--- config.mk ---
export PLATFORM = sky130hd
export DESIGN_NAME = mux_rr_arbiter
export DESIGN_NICKNAME = d
export VERILOG_FILES = /design/src/rtl/mux_rr_arbiter.sv
export SDC_FILE = /design/constraint.sdc
export NUM_CORES = 1
export LEC_CHECK = 0
export BUFFER_PORTS_ARGS = -buffer_cell sky130_fd_sc_hd__buf_2
export CORE_UTILIZATION = 52
export CTS_BUF_LIST = sky130_fd_sc_hd__clkbuf_4 sky130_fd_sc_hd__clkbuf_8 sky130_fd_sc_hd__clkbuf_16
export CTS_CLUSTER_SIZE = 16
export DETAILED_ROUTE_END_ITERATION = 8
export PLACE_DENSITY = 0.82
export SETUP_SLACK_MARGIN = 0.15
export SLEW_MARGIN = 15
export SYNTH_ARGS = -nofsm -noshare
export SYNTH_HDL_FRONTEND = slang
export SYNTH_SLANG_ARGS = --single-unit
--- constraint.sdc ---
create_clock -name CLK -period 3.4 [get_ports CLK]
set_input_delay 0.17 -clock CLK [delete_from_list [all_inputs] [get_ports CLK]]
set_output_delay 0.17 -clock CLK [all_outputs]
set_load 0.02 [all_outputs]
--- src/rtl/mux_rr_arbiter.sv ---
// mux_rr_arbiter: round-robin arbiter that drives the select of the shared
// 6:1 datapath mux. It holds a grant across a multi-beat burst, hands
// beats to one consumer with a valid/ready handshake, and reclaims a grant
// whose owner goes quiet mid-burst for too long.
module mux_rr_arbiter #(
  parameter int N_REQ   = 6,   // number of requesters, 2..6
  parameter int TIMEOUT = 16   // idle cycles tolerated mid-burst, >= 1
) (
  input  logic             CLK,
  input  logic             RST,
  input  logic [N_REQ-1:0] req,
  input  logic [N_REQ-1:0] last,
  input  logic             out_ready,
  output logic [2:0]       sel,
  output logic [N_REQ-1:0] gnt,
  output logic             out_valid,
  output logic [N_REQ-1:0] ack,
  output logic             busy,
  output logic             timeout_err
);

  // The watchdog counter only has to reach TIMEOUT-1 before it fires.
  localparam int CNT_W = (TIMEOUT > 1) ? $clog2(TIMEOUT) : 1;

  typedef enum logic {
    IDLE,
    GRANT
  } state_t;

  state_t             state, state_d;
  logic [2:0]         sel_d;
  logic [N_REQ-1:0]   gnt_d;
  logic [2:0]         ptr, ptr_d;
  logic [CNT_W-1:0]   count, count_d;
  logic               timeout_d;

  // Winner of the round-robin scan and helpers about the granted requester.
  logic [2:0]         winner;
  logic [N_REQ-1:0]   winner_onehot;
  logic [2:0]         ptr_after_sel;
  logic               req_sel;
  logic               last_sel;
  logic               beat_acked;

  // gnt is the one-hot of sel while a grant is held and zero in IDLE, so
  // masking with it picks out the granted requester's signals without a
  // variable-index select.
  assign req_sel    = |(req & gnt);
  assign last_sel   = |(last & gnt);
  assign out_valid  = req_sel;
  assign ack        = gnt & req & {N_REQ{out_ready}};
  assign beat_acked = |ack;
  assign busy       = (state == GRANT);

  // Pointer after releasing sel, wrapping from N_REQ-1 back to 0.
  assign ptr_after_sel = (sel == 3'(N_REQ - 1)) ? 3'd0 : sel + 3'd1;

  // Round-robin scan: lowest requesting index at or above ptr, otherwise
  // the lowest requesting index overall (the scan wrapped past N_REQ-1).
  always_comb begin
    winner = 3'd0;
    // The descending loops leave the lowest matching index in winner; the
    // second loop only overrides when something at or above ptr requests.
    for (int i = N_REQ - 1; i >= 0; i--) begin
      if (req[i]) winner = 3'(i);
    end
    for (int i = N_REQ - 1; i >= 0; i--) begin
      if (req[i] && (3'(i) >= ptr)) winner = 3'(i);
    end
  end

  assign winner_onehot = {{(N_REQ - 1){1'b0}}, 1'b1} << winner;

  // Next-state logic: arbitration in IDLE, burst/stall/watchdog in GRANT.
  always_comb begin
    // NOTE: every variable written here gets a default first, so no path
    // through the case can leave one unassigned and infer a latch.
    state_d   = state;
    sel_d     = sel;
    gnt_d     = gnt;
    ptr_d     = ptr;
    count_d   = count;
    timeout_d = 1'b0;

    unique case (state)
      IDLE: begin
        if (|req) begin
          state_d = GRANT;
          sel_d   = winner;
          gnt_d   = winner_onehot;
          count_d = '0;
        end
      end

      GRANT: begin
        if (beat_acked) begin
          count_d = '0;
          if (last_sel) begin
            state_d = IDLE;
            gnt_d   = '0;
            ptr_d   = ptr_after_sel;
          end
        end else if (!req_sel) begin
          // Owner has gone quiet mid-burst: count towards revocation.
          if (count == CNT_W'(TIMEOUT - 1)) begin
            state_d   = IDLE;
            gnt_d     = '0;
            ptr_d     = ptr_after_sel;
            count_d   = '0;
            timeout_d = 1'b1;
          end else begin
            count_d = count + CNT_W'(1);
          end
        end else begin
          // Beat present but consumer stalled: not the owner's fault.
          count_d = '0;
        end
      end

      default: begin
        state_d = IDLE;
        gnt_d   = '0;
      end
    endcase
  end

  // State register with synchronous active-high reset.
  always_ff @(posedge CLK) begin
    // NOTE: sequential state uses non-blocking assignments so every register
    // samples the pre-edge values, independent of statement order.
    if (RST) begin
      state       <= IDLE;
      sel         <= 3'd0;
      gnt         <= '0;
      ptr         <= 3'd0;
      count       <= '0;
      timeout_err <= 1'b0;
    end else begin
      state       <= state_d;
      sel         <= sel_d;
      gnt         <= gnt_d;
      ptr         <= ptr_d;
      count       <= count_d;
      timeout_err <= timeout_d;
    end
  end

endmodule

# After elaboration in Yosys (flattened, before gate mapping)
# Index checks and enable logic that the tools add are counted.
[word_totals] regBits=18 latchBits=0 ram_bits=0 rom_bits=0 inputBits=15 out_inout_bits=18 elab_cells=77 memories=0
[op_classes] add_sub_neg=2 n_mul=0 n_div=0 magnitude_cmp=6 eq_ne=8 shifts=1 muxes=35 bitwise=4 n_reduce_logical=15
[ops] op="$mux 3" count=17
[ops] op="$mux 6" count=5
[ops] op="$reduce_or 6->1" count=4
[ops] op="$and 6x6->6" count=3
[ops] op="$mux 4" count=4
[ops] op="$reduce_or 14->1" count=1
[ops] op="$pmux 6 s2" count=1
[ops] op="$pmux 4 s2" count=1
[ops] op="$reduce_and 4->1" count=2
[ops] op="$ge 1x3->1 const A" count=2
[ops] op="$ge 2x3->1 const A" count=2
[ops] op="$ge 3x3->1 const A" count=2
[ops] op="$logic_and 1x1->1" count=6
[ops] op="$mux 1" count=6
[ops] op="$shl 1x3->6 const A" count=1
[ops] op="$add 4x1->4 const B" count=1
[ops] op="$eq 4x4->1 const B" count=1
[ops] op="$ne 2x2->1 const B" count=2
[ops] op="$add 3x1->3 const B" count=1
[ops] op="$eq 3x3->1 const B" count=1
[ops] op="$ne 3x1->1 const B" count=1
[ops] op="$ne 3x2->1 const B" count=1
[ops] op="$ne 3x3->1 const B" count=1
[ops] op="$ne 2x1->1 const B" count=1
[ops] op="4 further kinds" count=4

# Longest topological paths before layout
# Gate-level depths: netlist of the first run.
[logic_depth] ltp_word=15 ltp_mapped=7 depth_no_buf=5

# Least setup slack after synthesis of the first run
# No wires, ideal clock.
[synth_path] kind="flip-flop to flip-flop" startpoint="register gnt[0]" endpoint="register ptr[0]" setup_time_ns=0.121 arrival_ns=1.544 required_time_ns=3.279 slack_ns=1.735 path_stages_with_launch=6 n_path_buf=0 synth_period_minus_slack_ns=1.665 path_cell_list="dfxtp_1 > a22oi_1 > nand3_1 > mux2i_1 > nand2_1 > mux2_2"
[synth_via] elab_cells_between_ends=11 classes_between="eq/ne (2); mux (1); bitwise (3); reduce/logical (5)"
[synth_rtl] element="start: declaration" line_no="15" source="output logic [N_REQ-1:0] gnt,"
[synth_rtl] element="start signal: assignment" line_no="141" source="gnt <= gnt_d;"
[synth_rtl] element="$and 6x6->6" line_no="48" source="assign req_sel = |(req & gnt);"
[synth_rtl] element="$reduce_or 6->1" line_no="48"
[synth_rtl] element="via out_valid" line_no="16" source="output logic out_valid,"
[synth_rtl] element="$ne 2x1->1 (no source line)"
[synth_rtl] element="$reduce_and 4->1 (no source line)"
[synth_rtl] element="end signal: assignment" line_no="142" source="ptr <= ptr_d;"
[synth_rtl] element="end: declaration" line_no="33" source="logic [2:0] ptr, ptr_d;"
# The timed path passes the listed nets, and every way through them passes these cells.
# A chain may end at the register's enable or synchronous reset.

# Final worst setup path of the first run
[layout_path] startpoint="register ptr[1]" endpoint="register gnt[2]"
[layout_via] elab_chain_cells=11 elab_cells_between_ends=21 classes_between="order compare (6); shift (1); mux (8); reduce/logical (6)"
[layout_lines] element="$ge 3x3->1" line_no="68" source="if (req[i] && (3'(i) >= ptr)) winner = 3'(i);"
[layout_lines] element="$logic_and 1x1->1" line_no="68"
[layout_lines] element="$mux 3 (5 in series)" line_no="68"
[layout_lines] element="$mux 3 *" line_no="68"
[layout_lines] element="$shl 1x3->6 *" line_no="72" source="assign winner_onehot = {{(N_REQ - 1){1'b0}}, 1'b1} << winner;"
[layout_lines] element="$mux 6 *" line_no="87" source="if (|req) begin"
[layout_lines] element="$pmux 6 s2 *" line_no="85" source="unique case (state)"
# Every way passes the cells marked *; elsewhere a longest branch is shown, timed or not. The select of a mux whose other input is x is not followed.

==> out/metrics.cfg, run 1 <==
[synth]
synthesis.nets = 143
synth_area_um2 = 1110
synth_compound_area_frac = 0.2976
postSynthAreaPerCell_um2 = 8.739
yosys_register_bits = 18
synth_top_family_by_area = compound AO/OA/AOI/OAI gates
synth-simple-area-share = 0.2514
ys_warn_count = 0
synth_xor_area_frac = 0
synth-adder-area-share = 0.01127
synth-seq-area-share = 0.3247
synth_edf_count = 0
async_flop_share = 0
synth-main-ff-cell = dfxtp_1
synthCells = 127
ys_types = 45
synth_mux_area_frac = 0.06764

[route]
vias_per_cell = 6.148
drtIter0Drc = 45
routedWlPerCell_um = 15.64
antenna_left = 0
via_count = 1125
wl_um = 2863
drc = 0
dr.pass1.iters = 4

[critical_path]
rr_endpoint = gnt[2]$_SDFFE_PP0P_
critPathTopFamily = compound AO/OA/AOI/OAI gates
rr_worst_depth = 5
cp-startpoint = ptr[1]$_SDFFE_PP0P_
crit_chain = a2bb2oi_1 -> a2111o_1 -> a21bo_2 -> or2_1 -> o2bb2ai_1
crit_end = gnt[2]$_SDFFE_PP0P_
start_kind = flop
cp_slowest_cell = dfxtp_1
rr_startpoint = ptr[1]$_SDFFE_PP0P_
r2r_slack_ps = 1650
cp-end-kind = flop
worst-setup-path-type = flop to flop
crit_cells = 5
cp_data_arrival_time_ps = 2000
cp_max_fo = 8
cp.required_ps = 3650
critPathBufInv = 0
slowest_delay_ps = 490

[timing]
slew_viol_final = 0
finalCritPeriodShare = 0.5160
rsz0062_at_grt = false
post-route-min-period_ps = 1754
setup_violations = 0
max_freq_mhz = 570.0
worst_pin_slew_ps = 431.2
hold_violations = 0
maxSlewHeadroom = 0.7125
fin_skew_ps = 2.102
setup_tns_ps = 0

[clock_tree]
cts_tree = built
cts.clk_slew.worst_paths_ps = 110
ctsResizeCount = 0
cts_max_level = 1
numCtsBuffers = 3
cts.sinks = 18
clockBufferDepth = 2
postCtsSetupBuffers = 0
cts_root_buf = clkbuf_4
clk_latency_ps = 310
holdBufCountCts = 0

[global_route]
grt_pass1_vias = 963
gr-usage-met2 = 0.4907
grt_pass1_wl_um = 4464
met1_usage = 0.3567
grt.busiest_layer = met2
grt_max_degree = 19
grt_use_met3 = 0.03333
grt_overflow_total = 0
antenna_found_initial = 0
grt_usage = 0.2852

[die]
die_x_um = 48.20
num_rows = 16
initial_utilization = 0.5600
die_h_um = 48.20
core_um2 = 1982
dieArea_um2 = 2323
io_pins = 33

[cells_and_area]
n_fill_cell = 168
drive_gt1_frac = 0.3141
syn_to_final_growth_pct = 17.36
diodes = 0
postLayoutCellArea_um2 = 1303
fin_nets = 173

[worst_hold_path]
hold_class = input pin to flop

[pwr]
leakage_nw = 0.5580
combPwrFrac = 0.186
peakVddDrop_v = 0.0002372
switching_share = 0.3007
p_sw_mw = 0.1354
seq_power_share = 0.500
power.internal_mw = 0.3148
pwr-share-clk = 0.313
p_per_area_nw_per_um2 = 345.6

[place]
place_hpwl_um = 2166
gp_congestion = 0.8359
port-buffer-count = 32
place_area_um2 = 1266

[flow_run]
cap_viol_max_count = 0

[run_status]
outcome = finished, final reports clean

## cell families after synthesis
group / count (synthesis)
DFF: 18
muxes: 7
and+or+nand+nor: 49
buffers and inverters: 11
AOI/OAI and AO/OA: 41
adders and majority gates: 1
## state kept, by name, indices dropped and copies added, names as in the netlist
register / count
timeout_err: 1
ptr: 3
gnt: 6
count: 4
busy: 1
sel: 3
## synthesized netlist by cell type (3+ instances only)
| cell type | number | area [µm²] |
|---|---|---|
| inv_1 | 4 | 15.01 |
| and3_1 | 6 | 37.54 |
| o2bb2ai_1 | 5 | 43.79 |
| a21oi_1 | 7 | 35.03 |
| dfxtp_1 | 18 | 360.4 |
| nor2_1 | 10 | 37.54 |
| mux2i_1 | 3 | 30.03 |
| a22o_1 | 3 | 26.28 |
| o21ai_0 | 3 | 15.01 |
| a22oi_1 | 6 | 45.04 |
| nand2_1 | 6 | 22.52 |
| nand3_1 | 6 | 30.03 |
| mux2_2 | 4 | 45.04 |
| nand3b_1 | 4 | 30.03 |
| nor2b_1 | 4 | 25.02 |
| clkbuf_1 | 3 | 11.26 |
## power by group through the flow
stage / sequential (mW) / combinational (mW) / clock, mW
finish: 0.225 / 0.0839 / 0.141
CTS: 0.225 / 0.0829 / 0.141
global route: 0.226 / 0.0921 / 0.147
global placement: 0.229 / 0.0796 / 0
detailed placement: 0.230 / 0.0827 / 0
floorplan: 0.234 / 0.0520 / 0
## worst min path at each step
stage                                startpoint                    end  slack (ps)  cells after the start
after detailed placement    sel[2]$_SDFFE_PP0P_    sel[2]$_SDFFE_PP0P_         490                      2
after global placement    count[0]$_SDFFE_PP0P_  count[0]$_SDFFE_PP0P_         470                      2
after CTS                                   RST  count[1]$_SDFFE_PP0P_         230                      2
after global routing                        RST    sel[2]$_SDFFE_PP0P_         270                      2
final                                       RST  count[1]$_SDFFE_PP0P_         230                      2
after floorplan                          req[4]    sel[0]$_SDFFE_PP0P_         440                      3
## routing by layer
metal | vias to the layer above | part of all wire
met3 | 7 | 0.063
met4 | 0 | 0.022
li1 | 540 | -
met2 | 58 | 0.49
met1 | 520 | 0.42
met5 | - | 0
## layout make-up
class / instances / area [µm²] / share of cell area
Clock buffer: 4 / 36.28 / 0.02786
Sequential cell: 18 / 360.3 / 0.2767
Inverter: 4 / 15.01 / 0.01153
Multi-Input combinational cell: 98 / 696.9 / 0.5351
Tap cell: 27 / 33.78 / 0.02594
Timing Repair Buffer: 32 / 160.2 / 0.1230
## stage by stage
step | power, mW | worst slack [ps] | instances | hold slack, ps | utilization
final | 0.4502 | 1646 | 183 | 229.8 | 0.6572
after global routing | 0.4658 | 1515 | 183 | 266.9 | 0.6572
after CTS | 0.4486 | 1652 | 183 | 227.9 | 0.6572
after detailed placement | 0.3126 | 1664 | 179 | 491.7 | 0.6389
after global placement | 0.3088 | 1694 | 179 | 471.8 | 0.6389
after floorplan | 0.2857 | 1735 | 127 | 437.5 | -
## cell usage in the layout, fill, tap and decap left out, types with 5 or more instances in the layout
cell type	netlist	routed
buf_2	2	32
dfxtp_1	18	18
nor2_1	10	10
a21oi_1	7	7
and3_1	6	6
a22oi_1	6	6
nand3_1	6	6
nand2_1	6	6
o2bb2ai_1	5	5
(Power assumes the default switching activity.)
==> run 2, diff against run 1 <==
Settings changed: ABC_AREA from default to 1, CORE_UTILIZATION 52 to 45, PLACE_DENSITY 0.82 to 0.76.
Clock period 3.4 ns to 1.51 ns, I/O delays scaled along.
==> run 2 against run 1 <==
Against the previous run:
- clock power grew 72%
- first-iteration DRC count decreased by 60%
- setup slack worse by 1500 ps
- routed wire length up 1.2%
- register-to-register slack worse by 1500 ps
- clock skew is essentially flat
- utilization rose by 2.1 points
- count of clock-buffer cells in the layout decreased by 1
==> out/metrics.cfg, run 2 <==
[run_status]
outcome = finished, final reports clean

[die]
core_um2 = 2276
initial_utilization = 0.4904
die_x_um = 51.80
die_h_um = 51.80
io_pins = 33
dieArea_um2 = 2683
num_rows = 17

[route]
drtIter0Drc = 18
vias_per_cell = 5.348
via_count = 1246
routedWlPerCell_um = 12.44
wl_um = 2898
drc = 0
antenna_left = 0
dr.pass1.iters = 5

[timing]
finalCritPeriodShare = 0.9209
hold_violations = 0
setup_violations = 0
fin_skew_ps = 1.947
slew_viol_final = 0
rsz0062_at_grt = true
worst_pin_slew_ps = 257.9
post-route-min-period_ps = 1390
max_freq_mhz = 719.2
setup_tns_ps = 0
maxSlewHeadroom = 0.8277

[synth]
synthTopCellsByArea = dfxtp_1 32%, nand2_1 16%, nor2_1 6.1%
yosysTopAreaCellShare = 0.3229
synth_top_cell_by_area = dfxtp_1
synth_area_um2 = 1116
synth.top_cells.by_count = 48 x nand2_1, 18 x dfxtp_1, 18 x nor2_1, 16 x inv_1, 12 x a21oi_1
ys_types = 31
synth_edf_count = 0
postSynthAreaPerCell_um2 = 6.683
synthesis.nets = 183
ys_warn_count = 0
yosys_register_bits = 18
yosysMostFrequentCell = nand2_1
async_flop_share = 0
synthCells = 167
synth-seq-area-share = 0.3229
synth-main-ff-cell = dfxtp_1

[cells_and_area]
syn_to_final_growth_pct = 38.23
largest_reg_flops = 6
biggestRegsByFlops = gnt x6, count x4
final_common_cell = nand2_1
multi_input_area_um2 = 815.8
final_cell_mix = 39 x nand2_1, 31 x buf_2, 16 x inv_1, 14 x nor2_1, 11 x a21oi_1
fin_nets = 223
drive_gt1_frac = 0.4634
n_fill_cell = 201
stdcell_count = 233
regMostFlops = gnt
diodes = 0
postLayoutCellArea_um2 = 1543
ff_latch_area_um2 = 389.1

[place]
place_inst = 225
gp_congestion = 0.8210
port-buffer-count = 32
place_area_um2 = 1341
place_hpwl_um = 2207

[critical_path]
cp_data_arrival_time_ps = 1620
cp_max_fo = 6
rr_endpoint = gnt[0]$_SDFFE_PP0P_
crit_end = gnt[0]$_SDFFE_PP0P_
rr_startpoint = gnt[4]$_SDFFE_PP0P_
cp-end-kind = flop
cp.required_ps = 1740
r2r_slack_ps = 120
cp-startpoint = gnt[4]$_SDFFE_PP0P_
rr_worst_depth = 9
start_kind = flop
worst-setup-path-type = flop to flop

[clock_tree]
cts.clk_slew.worst_paths_ps = 100
cts_root_buf = clkbuf_4
numCtsBuffers = 3
clk_latency_ps = 300
holdBufCountCts = 0
cts.sinks = 18
cts_max_level = 1
clockBufferDepth = 2
cts_tree = built

[pwr]
power_mw = 1.092
leakage_nw = 0.7292
p_per_area_nw_per_um2 = 707.6
peakVddDrop_v = 0.0004439

[global_route]
grt_pass1_vias = 1044
grt_usage = 0.2377
grt_overflow_total = 0
grt_max_degree = 12
antenna_found_initial = 0
grt_pass1_wl_um = 4609

[worst_hold_path]
hold_class = input pin to flop
hold_path_depth = 2

[flow_run]
cap_viol_max_count = 0

-- run 2: logic make-up (layout without fill, tap and decap cells) --
group / Yosys count / in the layout / share of synthesized area
AND/OR/NAND/NOR: 95 / 95 / 0.3935
AO/OA/AOI/OAI: 32 / 32 / 0.1940
buffers and inverters: 21 / 59 / 0.07847
flip-flops: 18 / 18 / 0.3229
adder cells (fa/ha/maj): 1 / 1 / 0.01121
-- run 2: worst max-delay path: stages, from the launching register on --
cell	delay [ps]
dfxtp_4	380
nand2_4	70
nor2_4	40
nor3_4	200
nand2_2	90
o21ai_4	90
nand2_4	70
o21ai_4	180
nand2_1	80
a21oi_1	120
-- run 2: layout make-up --
cell class	count	area share
Multi-Input combinational cell	128	0.5288
Inverter	19	0.04704
Clock buffer	3	0.01460
Timing Repair Buffer	37	0.1346
Tap cell	28	0.02271
Sequential cell	18	0.2522
-- run 2: worst min path at each step --
stage                     startpoint  slack (ps)                   to
after floorplan               req[2]         270               ack[2]
after global placement           RST         400  gnt[2]$_SDFFE_PP0P_
after detailed placement         RST         400  gnt[2]$_SDFFE_PP0P_
after CTS                        RST          80  gnt[3]$_SDFFE_PP0P_
after global routing             RST          90  gnt[2]$_SDFFE_PP0P_
final                            RST          80  gnt[2]$_SDFFE_PP0P_
-- run 2: metal layers --
metal,vias to the layer above,share of wire,GRT usage
li1,626,-,-
met5,-,0,0
met4,0,0.021,0.1171
met3,7,0.067,0.04678
met1,551,0.44,0.2929
met2,62,0.47,0.3918
-- run 2: through the flow --
step	setup slack (ps)	util	hold slack, ps
floorplan	121.4	-	273.3
global placement	31.26	0.5893	400.6
detailed placement	33.69	0.5893	399.3
CTS	87.44	0.6372	76.78
global route	26.56	0.6778	90.22
finish	119.5	0.6778	75.98
-- run 2: where the power goes --
group / switching [mW] / internal [mW] / leakage [nW] / total, mW
Combinational: 0.203 / 0.116 / 0.562 / 0.319
Clock: 0.149 / 0.0932 / 0.0138 / 0.242
Sequential: 0.0331 / 0.497 / 0.154 / 0.530
-- run 2: timing repair --
action	CTS	global route
setup buffers	3	2
resized for setup	23	20
pin swaps	16	7
setup endpoints to repair	11	13
==> run 3, diff against run 2 <==
Settings changed: HOLD_SLACK_MARGIN from default to 0.12.
==> run 3 against run 2 <==
Against the previous run:
- critical path depth is the same
- setup slack got worse by 3.6 ps
- via count up 0.40%
- routed wire length is 1.0% higher
- first-iteration DRC count unchanged
- highest routed layer unchanged
- clock power about the same
- final cell count is 0.43% higher
==> out/metrics.cfg, run 3 (synthesis gave the netlist of run 2 again) <==
[route]
via_count = 1251
drc = 0
routedWlPerCell_um = 12.51
dr.pass1.iters = 4
vias_per_cell = 5.346
drtIter0Drc = 18
wl_um = 2928
antenna_left = 0

[pwr]
power.internal_mw = 0.7081
combPwrFrac = 0.294
p_sw_mw = 0.3857
pwr-share-clk = 0.221
switching_share = 0.3526
leakage_nw = 0.7334
seq_power_share = 0.485
p_per_area_nw_per_um2 = 704.4
peakVddDrop_v = 0.0004439

[die]
num_rows = 17
core_um2 = 2276
io_pins = 33
die_h_um = 51.80
initial_utilization = 0.4904
dieArea_um2 = 2683
die_x_um = 51.80

[place]
port-buffer-count = 32
gp_congestion = 0.8210
place_inst = 225
place_hpwl_um = 2207
pre_cts_slack_ps = 33.69

[critical_path]
rr_startpoint = gnt[4]$_SDFFE_PP0P_
cp_max_fo = 6
worst-setup-path-type = flop to flop
rr_endpoint = gnt[0]$_SDFFE_PP0P_
cp_data_arrival_time_ps = 1630
cp-end-kind = flop
r2r_slack_ps = 120
cp.required_ps = 1740
start_kind = flop
rr_worst_depth = 9

[clock_tree]
numCtsBuffers = 3
cts.sinks = 18
cts_tree = built
cts.clk_slew.worst_paths_ps = 100
cts_root_buf = clkbuf_4
clockBufferDepth = 2
cts_max_level = 1
clk_latency_ps = 300

[global_route]
grt_max_degree = 12
grt_use_met3 = 0.04678
grt_pass1_vias = 1050
grt.busiest_layer = met2
grt_usage = 0.2383
met1_usage = 0.2929
grt_pass1_wl_um = 4623
antenna_found_initial = 0
gr-usage-met2 = 0.3939
grt_overflow_total = 0

[cells_and_area]
drive_gt1_frac = 0.4612
diodes = 0
n_fill_cell = 200
biggestRegsByFlops = gnt x6, count x4
stdcell_count = 234
fin_nets = 224
regMostFlops = gnt
largest_reg_flops = 6
final_cell_mix = 39 x nand2_1, 31 x buf_2, 16 x inv_1, 14 x nor2_1, 11 x a21oi_1
post-route-util = 0.6822
final_common_cell = nand2_1
syn_to_final_growth_pct = 39.13

[timing]
finalWorstSetupSlack_ps = 115.9
slew_viol_final = 0
fin_skew_ps = 2.260
rsz0062_at_grt = true
maxSlewHeadroom = 0.8257
setup_violations = 0
setup_tns_ps = 0
max_freq_mhz = 717.3
finalCritPeriodShare = 0.9233
post-route-min-period_ps = 1394
hold_violations = 0
worst_pin_slew_ps = 260.9

[flow_run]
cap_viol_max_count = 0

[worst_hold_path]
hold_class = input pin to flop
hp-start = req[5]
hold-path-endpoint = timeout_err$_SDFF_PP0_
hold_path_depth = 4

[run_status]
outcome = finished, final reports clean

run 3: through the flow:
step           hold slack, ps  area (µm²)  power [mW]
2_1_floorplan           273.3        1161      0.7349
3_3_place_gp            400.6        1341      0.8038
3_5_place_dp            399.3        1341      0.8123
4_1_cts                 244.1        1460       1.073
5_1_grt                 278.8        1553       1.149
6_report                264.4        1553       1.094
run 3: timing repair:
action / 4_1_cts / 5_1_grt
hold buffers: 1 / 0
pin swaps: 16 / 7
endpoints found under the setup margin: 11 / 13
endpoints found under the hold margin: 8 / 0
setup buffers: 3 / 2
gates resized for setup: 23 / 20
run 3: critical path, stage by stage (launching register included):
cell and delay (ps):
dfxtp_4 380, nand2_4 70, nor2_4 40, nor3_4 200, nand2_2 90, o21ai_4 90, nand2_4 70, o21ai_4 180
nand2_1 80, a21oi_1 120
run 3: worst max-delay path by stage:
stage                        startpoint               endpoint  slack (ps)  cells past startpoint
CTS                 gnt[4]$_SDFFE_PP0P_    gnt[2]$_SDFFE_PP0P_          90                      9
floorplan           gnt[0]$_SDFFE_PP0P_  count[3]$_SDFFE_PP0P_         120                      7
global placement    gnt[0]$_SDFFE_PP0P_    gnt[2]$_SDFFE_PP0P_          30                      9
detailed placement  gnt[0]$_SDFFE_PP0P_    gnt[2]$_SDFFE_PP0P_          30                      9
global route        gnt[4]$_SDFFE_PP0P_    gnt[0]$_SDFFE_PP0P_          30                      9
finish              gnt[4]$_SDFFE_PP0P_    gnt[0]$_SDFFE_PP0P_         120                      9
run 3: power by group through the flow:
| stage | logic (mW) | registers (mW) | clock network (mW) |
|---|---|---|---|
| after floorplan | 0.182 | 0.553 | 0 |
| after global placement | 0.266 | 0.538 | 0 |
| after detailed placement | 0.274 | 0.539 | 0 |
| after CTS | 0.298 | 0.528 | 0.246 |
| after global routing | 0.356 | 0.535 | 0.259 |
| final | 0.322 | 0.530 | 0.242 |
run 3: cell type report:
class,count,area (µm²),area share
Multi-Input combinational cell,128,815.8,0.5254
Sequential cell,18,389.1,0.2506
Timing Repair Buffer,38,217.7,0.1402
Inverter,19,72.57,0.04674
Tap cell,28,35.03,0.02256
Clock buffer,3,22.52,0.01450
run 3: metal layers:
layer / vias up / share of wire
met4: 0 / 0.019
li1: 629 / -
met2: 62 / 0.48
met5: - / 0
met3: 7 / 0.069
met1: 553 / 0.44
